`config.mk`:
```
export PLATFORM = sky130hd
export DESIGN_NAME = walnut_ctrl_flat
export DESIGN_NICKNAME = d
export VERILOG_FILES = /design/src/rtl/walnut_if.sv /design/src/rtl/walnut_ctrl.sv /design/src/flat_wrapper.sv
export SDC_FILE = /design/constraint.sdc
export NUM_CORES = 1
export LEC_CHECK = 0
export BUFFER_PORTS_ARGS = -buffer_cell sky130_fd_sc_hd__buf_2
export CAP_MARGIN = 20
export CORE_MARGIN = 10
export CORE_UTILIZATION = 45
export CTS_CLUSTER_DIAMETER = 30
export DETAILED_ROUTE_END_ITERATION = 8
export PLACE_DENSITY = 0.85
export SYNTH_ARGS = -nofsm -noshare
export SYNTH_HDL_FRONTEND = slang
export SYNTH_SLANG_ARGS = --single-unit
export TNS_END_PERCENT = 50
```
`constraint.sdc`:
```
create_clock -name clk -period 2 [get_ports clk]
set_input_delay 0.5 -clock clk [delete_from_list [all_inputs] [get_ports clk]]
set_output_delay 0.5 -clock clk [all_outputs]
set_load 0.1 [all_outputs]
```
`src/rtl/walnut_if.sv`:
```
// Walnut sprite control bus: planting/bite/shovel requests in, sprite state out.
interface walnut_if;
    logic       frame_tick;
    logic       place;
    logic [9:0] placeV;
    logic [9:0] placeH;
    logic       bite;
    logic       remove;
    logic [9:0] wVPosGiven;
    logic [9:0] wHPosGiven;
    logic       enable;
    logic       blink;
    logic [5:0] health;
    logic [1:0] damage;
    logic       occupied;
    logic       dead;

    // Game logic side drives the requests and observes the sprite state
    modport master (
        output frame_tick, place, placeV, placeH, bite, remove,
        input  wVPosGiven, wHPosGiven, enable, blink, health, damage, occupied, dead
    );

    // Walnut controller side
    modport slave (
        input  frame_tick, place, placeV, placeH, bite, remove,
        output wVPosGiven, wHPosGiven, enable, blink, health, damage, occupied, dead
    );
endinterface

```
`src/rtl/walnut_ctrl.sv`:
```
// Walnut plant controller: placement, health/damage tracking, idle blink animation.
// Optional hit flash enabled by defining WALNUT_HIT_FLASH_EN.
module walnut_ctrl #(
    parameter logic [5:0] HEALTH_MAX   = 6'd40,
    parameter logic [7:0] BLINK_PERIOD = 8'd120,
    parameter logic [7:0] BLINK_LEN    = 8'd8,
    parameter logic [3:0] FLASH_FRAMES = 4'd6
) (
    input  logic     clk,
    input  logic     rst_n,
    walnut_if.slave  bus
);

    localparam logic [7:0] BLINK_START = BLINK_PERIOD - BLINK_LEN;
    localparam logic [7:0] BLINK_LAST  = BLINK_PERIOD - 8'd1;

    typedef enum logic [0:0] {IDLE = 1'b0, ALIVE = 1'b1} state_e;

    state_e      state_q, state_d;
    logic [9:0]  vpos_q, vpos_d;
    logic [9:0]  hpos_q, hpos_d;
    logic [5:0]  health_q, health_d;
    logic [7:0]  cnt_q, cnt_d;
    logic [1:0]  damage_q, damage_d;
    logic        blink_q, blink_d;
    logic        dead_q, dead_d;
    logic        enable_q, enable_d;
    logic        alive_d;
    logic        hit_c;

    // State and output registers
    always_ff @(posedge clk) begin
        if (!rst_n) begin
            state_q  <= IDLE;
            vpos_q   <= 10'd0;
            hpos_q   <= 10'd0;
            health_q <= 6'd0;
            cnt_q    <= 8'd0;
            damage_q <= 2'd0;
            blink_q  <= 1'b0;
            dead_q   <= 1'b0;
            enable_q <= 1'b0;
        end else begin
            state_q  <= state_d;
            vpos_q   <= vpos_d;
            hpos_q   <= hpos_d;
            health_q <= health_d;
            cnt_q    <= cnt_d;
            damage_q <= damage_d;
            blink_q  <= blink_d;
            dead_q   <= dead_d;
            enable_q <= enable_d;
        end
    end

    // Next-state: planting, bites, shovel and blink counter
    always_comb begin
        state_d  = state_q;
        vpos_d   = vpos_q;
        hpos_d   = hpos_q;
        health_d = health_q;
        cnt_d    = cnt_q;
        dead_d   = 1'b0;
        hit_c    = 1'b0;
        case (state_q)
            IDLE: begin
                if (bus.place) begin
                    state_d  = ALIVE;
                    vpos_d   = bus.placeV;
                    hpos_d   = bus.placeH;
                    health_d = HEALTH_MAX;
                    cnt_d    = 8'd0;
                end
            end
            ALIVE: begin
                // Shovel wins over a simultaneous bite and never reports a death
                if (bus.remove) begin
                    state_d  = IDLE;
                    health_d = 6'd0;
                end else if (bus.bite) begin
                    if (health_q > 6'd1) begin
                        health_d = health_q - 6'd1;
                        hit_c    = 1'b1;
                    end else begin
                        health_d = 6'd0;
                        dead_d   = 1'b1;
                        state_d  = IDLE;
                    end
                end
                if (bus.frame_tick) begin
                    cnt_d = (cnt_q == BLINK_LAST) ? 8'd0 : cnt_q + 8'd1;
                end
            end
            default: state_d = IDLE;
        endcase

        alive_d  = (state_d == ALIVE);
        blink_d  = alive_d && (cnt_d >= BLINK_START);
        if (!alive_d) begin
            damage_d = 2'd0;
        end else if (health_d > 6'd26) begin
            damage_d = 2'd0;
        end else if (health_d > 6'd13) begin
            damage_d = 2'd1;
        end else begin
            damage_d = 2'd2;
        end
    end

`ifdef WALNUT_HIT_FLASH_EN
    logic [3:0] flash_q, flash_d;
    logic       phase_q, phase_d;

    // Hit flash counter and visibility phase
    always_ff @(posedge clk) begin
        if (!rst_n) begin
            flash_q <= 4'd0;
            phase_q <= 1'b0;
        end else begin
            flash_q <= flash_d;
            phase_q <= phase_d;
        end
    end

    // A new hit restarts the flash; each frame tick consumes one flash frame
    always_comb begin
        flash_d = flash_q;
        phase_d = phase_q;
        if (state_q == IDLE && bus.place) begin
            flash_d = 4'd0;
            phase_d = 1'b0;
        end else if (hit_c) begin
            flash_d = FLASH_FRAMES;
            phase_d = 1'b0;
        end else if (bus.frame_tick && (flash_q != 4'd0)) begin
            flash_d = flash_q - 4'd1;
            phase_d = ~phase_q;
        end
        enable_d = alive_d && !phase_d;
    end
`else
    logic unused_flash;
    assign unused_flash = ^{FLASH_FRAMES, hit_c};

    // Sprite visible whenever a walnut is planted
    always_comb begin
        enable_d = alive_d;
    end
`endif

    assign bus.wVPosGiven = vpos_q;
    assign bus.wHPosGiven = hpos_q;
    assign bus.enable     = enable_q;
    assign bus.blink      = blink_q;
    assign bus.health     = health_q;
    assign bus.damage     = damage_q;
    assign bus.occupied   = (state_q == ALIVE);
    assign bus.dead       = dead_q;

endmodule
```
`src/flat_wrapper.sv`:
```
// flat-port wrapper written by rule: the top's interface ports become plain ports
module walnut_ctrl_flat 
#(
    parameter logic [5:0] HEALTH_MAX   = 6'd40,
    parameter logic [7:0] BLINK_PERIOD = 8'd120,
    parameter logic [7:0] BLINK_LEN    = 8'd8,
    parameter logic [3:0] FLASH_FRAMES = 4'd6
)
  (clk, rst_n, bus_frame_tick, bus_place, bus_placeV, bus_placeH, bus_bite, bus_remove, bus_wVPosGiven, bus_wHPosGiven, bus_enable, bus_blink, bus_health, bus_damage, bus_occupied, bus_dead);
  walnut_if bus_i ();
  input  logic clk;
  input  logic rst_n;
  input wire logic [$bits(bus_i.frame_tick)-1:0] bus_frame_tick;
  input wire logic [$bits(bus_i.place)-1:0] bus_place;
  input wire logic [$bits(bus_i.placeV)-1:0] bus_placeV;
  input wire logic [$bits(bus_i.placeH)-1:0] bus_placeH;
  input wire logic [$bits(bus_i.bite)-1:0] bus_bite;
  input wire logic [$bits(bus_i.remove)-1:0] bus_remove;
  output wire logic [$bits(bus_i.wVPosGiven)-1:0] bus_wVPosGiven;
  output wire logic [$bits(bus_i.wHPosGiven)-1:0] bus_wHPosGiven;
  output wire logic [$bits(bus_i.enable)-1:0] bus_enable;
  output wire logic [$bits(bus_i.blink)-1:0] bus_blink;
  output wire logic [$bits(bus_i.health)-1:0] bus_health;
  output wire logic [$bits(bus_i.damage)-1:0] bus_damage;
  output wire logic [$bits(bus_i.occupied)-1:0] bus_occupied;
  output wire logic [$bits(bus_i.dead)-1:0] bus_dead;
  assign bus_i.frame_tick = bus_frame_tick;
  assign bus_i.place = bus_place;
  assign bus_i.placeV = bus_placeV;
  assign bus_i.placeH = bus_placeH;
  assign bus_i.bite = bus_bite;
  assign bus_i.remove = bus_remove;
  assign bus_wVPosGiven = bus_i.wVPosGiven;
  assign bus_wHPosGiven = bus_i.wHPosGiven;
  assign bus_enable = bus_i.enable;
  assign bus_blink = bus_i.blink;
  assign bus_health = bus_i.health;
  assign bus_damage = bus_i.damage;
  assign bus_occupied = bus_i.occupied;
  assign bus_dead = bus_i.dead;
  walnut_ctrl #(.HEALTH_MAX(HEALTH_MAX), .BLINK_PERIOD(BLINK_PERIOD), .BLINK_LEN(BLINK_LEN), .FLASH_FRAMES(FLASH_FRAMES)) u_core (.clk(clk), .rst_n(rst_n), .bus(bus_i));
endmodule
```
Word-level counts from Yosys, hierarchy flattened
Cells that the tools add are included.

storage, ports and cells
  register bits = 39
  bits in latches = 0
  bits in writable memories = 0
  ROM bits = 0
  output and inout bits = 32
  logic and storage cells = 39
  memories = 0

cells by class
  $add $sub $neg = 2
  multiply operators = 0
  divide/modulo/power cells = 0
  $lt $le $gt $ge = 4
  equality and inequality tests = 1
  shift operators = 0
  mux-type cells = 16
  bitwise logic cells = 4
  reduce and logical (&&, ||, !) cells = 4

operators with widths
  kind                   number
  $mux W6                4
  $mux W8                3
  $pmux W8 S2            1
  $pmux W6 S2            1
  $add A8 B1 Y8 const B  1
  $eq A8 B7 Y1 const B   1
  $ge A8 B7 Y1 const B   1
  $gt A6 B1 Y1 const B   1
  $gt A6 B4 Y1 const B   1
  $gt A6 B5 Y1 const B   1
  $sub A6 B1 Y6 const B  1
  $mux W1                5
  $not A1 Y1             4
  $reduce_or A4 Y1       1
  $reduce_or A3 Y1       1
  $mux W2                1
  $pmux W1 S2            1
  $reduce_and A2 Y1      1
  $logic_and A1 B1 Y1    1

Longest topological paths before layout
  depth after elaboration = 7
  mapped depth = 8
  gate-level depth less buffers = 8

Worst setup path after synthesis
OpenSTA, ideal clock, no wires.

  path kind = reg-to-reg
  from = reg u_core.health_q[0], in the netlist u_core.bus.health[0]
  to = reg u_core.damage_q[0], in the netlist u_core.bus.damage[0]
  setup time = 0.086 ns
  arrival = 2.431 ns
  data required time = 1.914 ns
  path slack = -0.517 ns
  cell stages (with the launch flop) = 8
  path buffers = 0
  clock period less this slack = 2.517 ns
  cells stage by stage = dfxtp_1 > inv_1 > ha_1 > o21bai_1 > o21ai_1 > o31ai_1 > nand3_1 > a221oi_2

on the way
  cells in the longest elaborated chain, start to end = 7
  elaborated cells on any way between the ends = 16

ends and longest elaborated chain
  what                                                   line                                  text
  start: declaration                                     walnut_ctrl.sv:22                     logic [5:0] health_q, health_d;
  start signal: assignment                               walnut_ctrl.sv:47                     health_q <= health_d;
  $sub A6 B1 Y6 or $gt A6 B1 Y1 (tied branches)          walnut_ctrl.sv:82, walnut_ctrl.sv:81
  $mux W6 or $mux W1 (tied branches)                     walnut_ctrl.sv:81                     if (health_q > 6'd1) begin
  $mux W6 or $mux W1 (tied branches)                     walnut_ctrl.sv:80                     end else if (bus.bite) begin
  $mux W6 or $mux W1 (tied branches)                     walnut_ctrl.sv:77                     if (bus.remove) begin
  $pmux W6 S2 or $pmux W1 S2 (tied branches)             walnut_ctrl.sv:65                     case (state_q)
  $gt A6 B5 Y1, or another cell as far along             walnut_ctrl.sv:101                    end else if (health_d > 6'd26) begin
  $reduce_or A3 Y1 (no line) or $mux W2 (tied branches)  --
  end signal: assignment                                 walnut_ctrl.sv:49                     damage_q <= damage_d;
  end: declaration                                       walnut_ctrl.sv:24                     logic [1:0] damage_q, damage_d;

Several ways; a longest one is shown, not always the timed one.
A chain may end at the register's enable or synchronous reset.

Final worst setup path
Same ends and word-level chain as after synthesis.

==> out/metrics.csv <==
metric,value,unit
status,finished clean,
multiplexer share of the synthesized area,0.5602,%
worst-path maximum fanout,7,
crit path capture type,flop,
Post-Place Cells,321,
Die Area,6891,sq um
Critical Path RT,2.20,ns
"Hold Vio Cnt, Final",0,
Synth Flop Type,dfxtp_1,
post-synthesis compound-gate area fraction,21.78,%
root buf cell,clkbuf_8,
pre-CTS setup slack,-0.09141,ns
Starting Density,47.73,%
RSZ-0062 raised after global routing,yes,
yosys warns,0,
DRC,0,
grt ovf,0,
first-pass GRT wire length,8266,microns
Synth Area in Adders,2.101,%
largest family of logic cells by synthesized area,simple AND/OR/NAND/NOR gates,
clk sinks,39,
row cnt,22,
die width,83.01,microns
"EDFF count, synth",0,
crit path to,u_core.bus.damage[0],
FF-to-FF Start,u_core.bus.health[0],
DRT iter0 DRCs,141,
min Tclk post-route,1.964,ns
"area leader, netlist",dfxtp_1,
CTS tree,yes,
Fmax achieved,0.5091,GHz
setup ws final,0.03591,ns
initial antenna violation count,0,
Worst Reg2Reg Path Length in Cells,8,
placed wire-length estimate,3630,microns
Setup CP Type,reg2reg,
Pwr Density,773.2,nW/um^2
largest net degree at the start of global routing,24,
final setup vio count,0,
IO buf count,57,
DRT Pass-1 Iters,5,
Post-synth top cells,"nand2_1 (52), dfxtp_1 (39), a21boi_0 (21)",
Mapped Area,1787,sq um
crit start category,flop,
via count,1779,
vias in the first global route,1759,
pins over their slew limit,0,
R2R setup slack,0.04,ns
synthesis-stage register bit count,39,
Setup crit start,u_core.bus.health[0],
post-synth cell types,41,
Async SR Flop Fraction,0,%
reg2reg end,u_core.bus.damage[0],
most common cell in the netlist,nand2_1,
Worst IR Drop VDD,539.7,uV
hold buffer count at cts,0,
Hold Crit Class,in2reg,
simple-gate area share of the yosys netlist,27.80,%
Final Skew,0.002361,ns
Mapped Avg Cell Area,8.349,sq um
fin cells,332,
Worst EP arrival,2.17,ns
diode count,0,
Slew HR,66.45,%
share of cells above drive strength 1,36.27,%
deepest clock path buffer count,2,
Post-Synthesis Cells,214,
Die Y,83.01,microns
Layout Nets,312,
area fraction of the dominant cell type after synthesis,43.70,%
Util after Layout,63.17,%
Post-DRT Antenna Nets,0,
gpl congestion,0.8693,
Worst-path clk slew,0.07,ns
Top Ports,58,
H-tree levels,2,
synthesized-area fraction occupied by xor and xnor cells,0.4902,%
Leak,1.044,nW
latest clock arrival within the worst-skew pair,0.29,ns
Max Cap Violations,0,
Final Cycle Share,98.20,%
Core Box Area,3744,sq um
vias per cell,5.358,
sequential cell area fraction in the yosys report,43.70,%
Post-Syn Nets,243,
GRT Total Usage,13.97,%
worst slew pin tran,0.5068,ns
wire length per cell,15.36,microns
synthesis-to-finish area growth,32.35,%
number of CTS-inserted buffers,5,
synth top area cells,"dfxtp_1 (44%), nand2_1 (11%), a21boi_0 (8.8%), nor2b_1 (3.2%), and2_1 (2.5%)",
routed wire length,5100,microns
FILL cells,340,
## how the worst min path moves through the flow
stage / from / to / depth (start not counted)
after floorplan: u_core.cnt_q[6] / u_core.cnt_q[6] / 1
after global placement: u_core.bus.wHPosGiven[3] / u_core.bus.wHPosGiven[3] / 2
after detailed placement: u_core.bus.wVPosGiven[8] / u_core.bus.wVPosGiven[8] / 2
after CTS: bus_placeH[7] / u_core.bus.wHPosGiven[7] / 3
after global routing: bus_placeV[8] / u_core.bus.wVPosGiven[8] / 3
final: bus_placeH[8] / u_core.bus.wHPosGiven[8] / 3
## logic make-up (layout without fill, tap and decap cells)
group | after synthesis | after routing
AO/OA/AOI/OAI | 54 | 54
buffers and inverters | 16 | 86
flip-flops | 39 | 39
multiplexers | 1 | 1
XOR/XNOR | 1 | 1
AND/OR/NAND/NOR | 100 | 100
adder cells (fa/ha/maj) | 3 | 3
## timing repair
| action | CTS | global route |
|---|---|---|
| endpoints found under the hold margin | 0 | 0 |
| pin swaps | 0 | 9 |
| endpoints found under the setup margin | 2 | 2 |
| gates resized for setup | 2 | 10 |
| buffers inserted | 0 | 3 |
## report_power, final
part	total, mW	internal, mW	switching (mW)
Combinational	0.489	0.117	0.371
Sequential	0.828	0.806	0.0218
Clock	0.512	0.245	0.267
Total	1.83	1.17	0.660
## critical path: stages, from the launching register on
cell and delay (ns):
dfxtp_4 0.39, inv_1 0.09, ha_4 0.18, o21bai_2 0.18, o21ai_2 0.08, buf_4 0.16
o31ai_4 0.31, nand3_2 0.16, a221oi_2 0.31
## layer usage
metal | GRT usage (%) | wire length, microns | share of wire [%]
met1 | 15.39 | 2110 | 41
met2 | 23.04 | 2420 | 47
met3 | 4.297 | 402 | 7.9
met4 | 8.154 | 166 | 3.3
met5 | 0 | 0 | 0
## through the flow
step / cell area [sq um] / total power, mW / TNS (ns) / hold slack (ns)
floorplan: 1808 / 1.202 / 0 / 0.4468
global placement: 2202 / 1.304 / -0.02503 / 0.4459
detailed placement: 2202 / 1.313 / -0.1681 / 0.4527
CTS: 2292 / 1.813 / 0 / 0.4500
global route: 2365 / 1.890 / -0.01609 / 0.4632
finish: 2365 / 1.829 / 0 / 0.4495
## placed cells by master (no fill, tap or decap), types with 4 or more instances in the layout
cell      count
nor2_1        6
nand3_1       7
buf_2        57
inv_1         5
clkbuf_8      5
o21ai_0       4
buf_4        15
dfxtp_4       5
dfxtp_1      32
nand2_1      52
a21oi_1       5
nor2b_1       9
a21boi_0     21
and2_1        7
## layout make-up
| class | count | area (sq um) | share of cell area (%) |
|---|---|---|---|
| multi-input cells | 159 | 1001 | 42.33 |
| flip-flops and latches | 39 | 802.0 | 33.92 |
| repair buffers | 72 | 397.9 | 16.83 |
| clock buffers | 7 | 76.32 | 3.228 |
| well taps | 48 | 60.06 | 2.540 |
| inverters | 6 | 22.52 | 0.9524 |
| clock inverters | 1 | 5.005 | 0.2116 |
Power figures use the tool's default switching activity.
